--- src/rtl/dflow_merge_sink.sv ---
// Merges two unbackpressured data-flow streams into one first-word fall-through FIFO
// with a ready/valid sink side, carrying per-word taint and keeping taint/drop statistics.
module dflow_merge_sink #(
  parameter int DATA_W = 32,
  parameter int DEPTH  = 4,
  parameter int CNT_W  = 16
) (
  input  logic                       clk,
  input  logic                       rst,
  input  logic [DATA_W-1:0]          in1_data,
  input  logic                       in1_valid,
  input  logic [DATA_W-1:0]          in1_data_t0,
  input  logic                       in1_valid_t0,
  input  logic [DATA_W-1:0]          in2_data,
  input  logic                       in2_valid,
  input  logic [DATA_W-1:0]          in2_data_t0,
  input  logic                       in2_valid_t0,
  output logic [DATA_W-1:0]          out_data,
  output logic [DATA_W-1:0]          out_data_t0,
  output logic                       out_src,
  output logic                       out_taint,
  output logic                       out_valid,
  input  logic                       out_ready,
  output logic [$clog2(DEPTH+1)-1:0] level,
  output logic [CNT_W-1:0]           drop_cnt,
  output logic [CNT_W-1:0]           taint_cnt,
  output logic                       ctrl_taint
);

  localparam int PW = $clog2(DEPTH);
  localparam int LW = $clog2(DEPTH+1);

  logic [DATA_W-1:0] r_memData [DEPTH];
  logic [DATA_W-1:0] r_memDataT [DEPTH];
  logic              r_memSrc [DEPTH];
  logic              r_memVt [DEPTH];

  logic [PW-1:0]    r_rdPtr;
  logic [PW-1:0]    r_wrPtr;
  logic [LW-1:0]    r_level;
  logic [CNT_W-1:0] r_dropCnt;
  logic [CNT_W-1:0] r_taintCnt;
  logic             r_ctrlTaint;

  logic             w_pop;
  logic [LW-1:0]    w_free;
  logic             w_push1;
  logic             w_push2;
  logic [1:0]       w_dropN;
  logic [PW-1:0]    w_wrPtr2;
  logic [CNT_W:0]   w_dropSum;

  // Head entry is read combinationally so a word is visible the cycle after its push.
  assign out_data    = r_memData[r_rdPtr];
  assign out_data_t0 = r_memDataT[r_rdPtr];
  assign out_src     = r_memSrc[r_rdPtr];
  assign out_taint   = (|r_memDataT[r_rdPtr]) | r_memVt[r_rdPtr];
  assign out_valid   = (r_level != '0);
  assign level       = r_level;
  assign drop_cnt    = r_dropCnt;
  assign taint_cnt   = r_taintCnt;
  assign ctrl_taint  = r_ctrlTaint;

  assign w_pop    = out_valid & out_ready;
  assign w_free   = LW'(DEPTH) - r_level + LW'(w_pop);
  assign w_push1  = !rst && in1_valid && (w_free != '0);
  assign w_push2  = !rst && in2_valid &&
                    (in1_valid ? (w_free >= LW'(2)) : (w_free != '0));
  assign w_dropN  = {1'b0, in1_valid & ~w_push1} + {1'b0, in2_valid & ~w_push2};
  assign w_wrPtr2 = r_wrPtr + PW'(w_push1);
  assign w_dropSum = {1'b0, r_dropCnt} + (CNT_W+1)'(w_dropN);

  // Storage has no reset; occupancy is tracked solely by the pointers and level.
  always_ff @(posedge clk) begin
    for (int i = 0; i < DEPTH; i++) begin
      if (w_push1 && (PW'(i) == r_wrPtr)) begin
        r_memData[i]  <= in1_data;
        r_memDataT[i] <= in1_data_t0;
        r_memSrc[i]   <= 1'b0;
        r_memVt[i]    <= in1_valid_t0;
      end else if (w_push2 && (PW'(i) == w_wrPtr2)) begin
        r_memData[i]  <= in2_data;
        r_memDataT[i] <= in2_data_t0;
        r_memSrc[i]   <= 1'b1;
        r_memVt[i]    <= in2_valid_t0;
      end
    end
  end

  always_ff @(posedge clk) begin
    if (rst) begin
      r_rdPtr     <= '0;
      r_wrPtr     <= '0;
      r_level     <= '0;
      r_dropCnt   <= '0;
      r_taintCnt  <= '0;
      r_ctrlTaint <= 1'b0;
    end else begin
      r_rdPtr <= r_rdPtr + PW'(w_pop);
      r_wrPtr <= r_wrPtr + PW'(w_push1) + PW'(w_push2);
      r_level <= r_level + LW'(w_push1) + LW'(w_push2) - LW'(w_pop);
      // Both counters saturate at all-ones instead of wrapping.
      r_dropCnt <= w_dropSum[CNT_W] ? '1 : w_dropSum[CNT_W-1:0];
      if (w_pop && out_taint && (r_taintCnt != '1)) r_taintCnt <= r_taintCnt + 1'b1;
      if (in1_valid_t0 || in2_valid_t0) r_ctrlTaint <= 1'b1;
    end
  end

endmodule

--- config.mk ---
export PLATFORM = sky130hd
export DESIGN_NAME = dflow_merge_sink
export DESIGN_NICKNAME = d
export VERILOG_FILES = /design/src/rtl/dflow_merge_sink.sv
export SDC_FILE = /design/constraint.sdc
export NUM_CORES = 1
export LEC_CHECK = 0
export BUFFER_PORTS_ARGS = -buffer_cell sky130_fd_sc_hd__clkbuf_2
export CAP_MARGIN = 15
export CORE_UTILIZATION = 52
export DETAILED_ROUTE_END_ITERATION = 10
export PLACE_DENSITY = 0.8
export SYNTH_ARGS = -nofsm -noshare
export SYNTH_HDL_FRONTEND = slang
export SYNTH_SLANG_ARGS = --single-unit
--- constraint.sdc ---
create_clock -name clk -period 5.66 [get_ports clk]
set_input_delay 0.566 -clock clk [delete_from_list [all_inputs] [get_ports clk]]
set_output_delay 0.566 -clock clk [all_outputs]
set_load 0.02 [all_outputs]
# ---- Word level (Yosys, flattened, before mapping)
# Memories as Yosys holds them, arrays and structs flattened. A register that Yosys moved wholly into a read port is not among the register bits.
# Index checks and enable logic that the tools add are counted.
dict set report op_classes {
  n_eq_ne 7
  muxes 66
  reduce_logical 29
  add_sub_neg 11
  order_cmp 1
  bitwise_logic 22
}
# operator count
set ops {}
lappend ops {{$mux W32} 12}
lappend ops {{$reduce_or A32 Y1} 5}
lappend ops {{$mux W1} 41}
lappend ops {{$mux W2} 12}
lappend ops {{$add A16 B2 Y17} 1}
lappend ops {{$or A1 B1 Y1} 17}
lappend ops {{$add A16 B1 Y16 const B} 1}
lappend ops {{$mux W16} 1}
lappend ops {{$ne A16 B16 Y1 const B} 1}
lappend ops {{$logic_and A1 B1 Y1} 14}
lappend ops {{$add A3 B1 Y3} 3}
lappend ops {{$eq A2 B2 Y1 const A} 4}
lappend ops {{$add A2 B1 Y2} 3}
lappend ops {{$reduce_bool A3 Y1} 2}
lappend ops {{$eq A1 B2 Y1 const A} 2}
lappend ops {{$logic_not A2 Y1} 2}
lappend ops {{$reduce_or A1 Y1} 4}
lappend ops {{$and A1 B1 Y1} 3}
lappend ops {{$ge A3 B2 Y1 const B} 1}
lappend ops {{$sub A3 B1 Y3} 1}
lappend ops {{$sub A3 B3 Y3 const A} 1}
lappend ops {{$add A1 B1 Y2} 1}
lappend ops {{$not A1 Y1} 2}
lappend ops {{$logic_not A1 Y1} 1}
lappend ops {{$logic_or A1 B1 Y1} 1}
dict set report totals {
  n_memories 4
  ram_bits 264
  word_cells 146
  out_inout_bits 103
  regBits 40
}
# memory depth width read_ports rd_ports_with_merged_regs write_ports line
set mem_list {}
lappend mem_list {r_memData 4 32 1 1 2 33} ;# logic [DATA_W-1:0] r_memData [DEPTH];
lappend mem_list {r_memDataT 4 32 1 1 2 34} ;# logic [DATA_W-1:0] r_memDataT [DEPTH];
lappend mem_list {r_memSrc 4 1 1 1 2 35} ;# logic r_memSrc [DEPTH];
lappend mem_list {r_memVt 4 1 1 1 2 36} ;# logic r_memVt [DEPTH];

# ---- Logic depth before layout (Yosys ltp)
dict set report logic_depth {
  ltp_word 14
  mapped_depth 16
  depth_no_buf 14
}

# ---- Worst setup path after synthesis
# Ideal clock, no wire load.
dict set report synth_path {
  path_type {flip-flop to flip-flop}
  start {reg r_level[0] (netlist: level[0])}
  end {mem r_memDataT[0][0] (enable)}
  arrival_ps 5952
  synth_period_minus_slack_ps 6465
  required_ps 5147
  stages_incl_launch_ff 13
  slack_ps -805
  cell_sequence {dfxtp_1 -> or3_1 -> nand2_1 -> ha_1 -> inv_1 -> ha_1 -> xor2_1 -> o311ai_1 -> inv_2 -> ha_1 -> nor2_1 -> a21oi_1 -> o22ai_1}
}
# element line
set synth_lines {}
lappend synth_lines {{from (decl)} 40} ;# logic [LW-1:0] r_level;
lappend synth_lines {{from (signal assigned)} 101} ;# r_level <= r_level + LW'(w_push1) + LW'(w_push2) - LW'(w_pop);
lappend synth_lines {{to (decl)} 34}

==> metrics.cfg <==
[outcome]
status=finished clean

[global_route]
track_usage=0.2379
gr-total-overflow=0
grt_pass1_wl_mm=52.32
antenna_found_initial=0
grt_start_max_net_pins=67
grt_pass1_vias=9407

[clock_network]
htreeDepth=2
cts_sinks=304
clk_latency_ns=0.50
cts_setup_buffers=0
cts_tree=yes
post_cts_resized=0
root_buffer=clkbuf_16
cts_made_buffers=34
holdBufCountCts=0
clk_pin_slew_worst_paths_ns=0.06
clock_path_buffers=3

[power]
combPwrFrac=0.310
p_int_mw=5.172
swShare=0.3246
clkPwrFrac=0.276
switchingPower_mw=2.486
seqPwrFrac=0.413
p_total_mw=7.658
power.density_nw_per_um2=437.9
ir_drop_mv=0.2857
total_leakage_power_nw=6.268

[min_path]
hp-class=input pin to flip-flop
hold_depth=2

[yosys]
yosys-top-cells-count=263 x edfxtp_1, 231 x mux2_1, 66 x mux4_2
synth_flop_cell=edfxtp_1
synth_most_common_cell=edfxtp_1
synth_warnings=0
synthTopCellsByArea=edfxtp_1 53%, mux2_1 18%, mux4_2 10%, dfxtp_1 5.6%, mux2_2 2.4%
netlist_area_um2=14780
synth.net_count=1049
async_flop_share=0
ys_types=45
synth_top_area_frac=0.5345
synth.avg_cell_area_um2=16.36
yosysSeqAreaShare=0.5901
yosys.area.top_type=edfxtp_1
syn_inst=903
ys_ff_latch=304
synth_edf_count=263

[worst_setup_path]
critPathMaxFanout=49
max_stage_delay_ns=0.66
path_class=flip-flop to flip-flop
endpoint_kind=flip-flop
crit_path_start_kind=flip-flop
r2r_cells=14
cpMostUsedCell=ha_1
crit_arrival_ns=4.61
crit_chain=or3_1 -> nand2_1 -> ha_1 -> inv_1 -> ha_1 -> xor2_1 -> o311ai_1 -> inv_2 -> ha_1 -> nand2_1 -> o21ai_1 -> nand2_4 -> buf_4 -> mux2_1
cp.required_ns=5.91
cp_slowest_cell=nand2_4

[final_layout]
drive_gt1_frac=0.3587
finalNetCount=1289
area_growth_pct=18.38
finalCoreUtilization=0.6278
stdcell_area_um2=17490

[placed_design]
dp_hpwl_mm=20.98
dp_slack_ns=1.287
io_buffers=237
placed_area_um2=16430
gp_congestion=0.8265

[routing]
wl_mm=34.03
drt-initial-drc-count=729
drtPass1Iterations=5
drcViolationCount=0
routedWlPerCell_um=21.99
num_vias=9019
viasPerCell=5.830
antenna_left=0

[sta]
skew_ns=0.01165
grt_setup_unrepaired=false
setup_viol=0
max_freq_mhz=229.4
tightest_slew_ns=1.087
fin_crit_sh=0.7703
drv_slew=0
hold_viol_final=0
period_minus_slack_ns=4.360
fin_ws_ns=1.300
tns_ns=0
maxSlewHeadroom=0.2756

[floorplanning]
num_rows=61
start_util=0.5304
die_area_um2=29090
io_pins=238
die_x_um=170.6
die_height_um=170.6
fp.coreArea_um2=27860

[flow_run]
cap_violations=0

==> stage by stage <==
| stage | hold slack (ns) | std cells |
|---|---|---|
| global route | 0.3703 | 1546 |
| floorplan | 0.4818 | 903 |
| CTS | 0.3656 | 1546 |
| global placement | 0.4764 | 1485 |
| detailed placement | 0.4928 | 1485 |
| finish | 0.3802 | 1547 |
==> layout make-up <==
type	instances	area, um^2
diodes	1	2.502
clock buffers	46	930.9
clock inverters	15	125.1
fillers	2096	10370
inverters	18	67.56
multi-input cells	530	5832
flip-flops and latches	304	8726
well taps	378	473.0
repair buffers	255	1334
==> critical path, delay by kind of cell, from the launching register on <==
family,cells,cell delay (ns)
simple gates,4,1.45
compound gates,2,0.76
fa+ha+maj,3,0.57
buf+inv,3,0.45
mux,1,0.35
flops,1,0.34
xor+xnor,1,0.16
==> worst paths after layout <==
path | startpoint | to | slack, ns
min reg2reg | taint_cnt[14] | taint_cnt[14] | 0.50
min | in1_data_t0[8] | r_memDataT[3][8] | 0.38
max | level[0] | r_memData[2][28] | 1.30
max reg2reg | level[0] | r_memData[2][28] | 1.30
==> state kept, by name, indices dropped and copies added (netlist names) <==
signal / cells
r_wrPtr: 2
r_rdPtr: 2
r_memData: 128
r_memDataT: 128
drop_cnt: 16
level: 3
r_memVt: 4
ctrl_taint: 1
r_memSrc: 4
taint_cnt: 16
==> per-layer routing <==
layer / vias up / global-route usage / wire length [um]
met1: 4564 / 0.3015 / 14000
met2: 284 / 0.4012 / 16720
met5: - / 0 / 0
li1: 4100 / - / -
met4: 0 / 0.08108 / 999
met3: 71 / 0.05644 / 2304
==> layout by cell type, fill, tap and decap left out, drive strengths merged, types with 9 or more instances in the layout <==
cell | Yosys | final
dfxtp | 41 | 41
nor2 | 19 | 19
clkbuf | 15 | 283
nand4 | 9 | 9
a21oi | 29 | 29
inv | 17 | 18
nor2b | 11 | 11
or3 | 9 | 9
mux4 | 66 | 66
xor2 | 9 | 9
mux2 | 266 | 266
o21ai | 9 | 9
buf | 36 | 18
clkinv | 1 | 11
edfxtp | 263 | 263
nand3 | 16 | 16
nand2 | 21 | 21
==> power groups by stage <==
stage,sequential [mW],combinational [mW],clock [mW]
after floorplan,3.13,1.67,0
after global placement,3.20,2.37,0
after detailed placement,3.22,2.39,0
after CTS,3.17,2.41,2.15
after global routing,3.21,2.54,2.22
final,3.17,2.38,2.12
==> cells by family (layout without fill, tap and decap cells) <==
group	after synthesis	after routing	share of synthesized area
XOR/XNOR	16	16	0.009485
multiplexers	333	333	0.3050
flip-flops	304	304	0.5901
AND/OR/NAND/NOR	118	118	0.04226
adder cells (fa/ha/maj)	11	11	0.01084
other	0	1	0
buffers and inverters	69	334	0.02151
AO/OA/AOI/OAI	52	52	0.02083
Note: power is estimated with default switching activity, not from simulation.
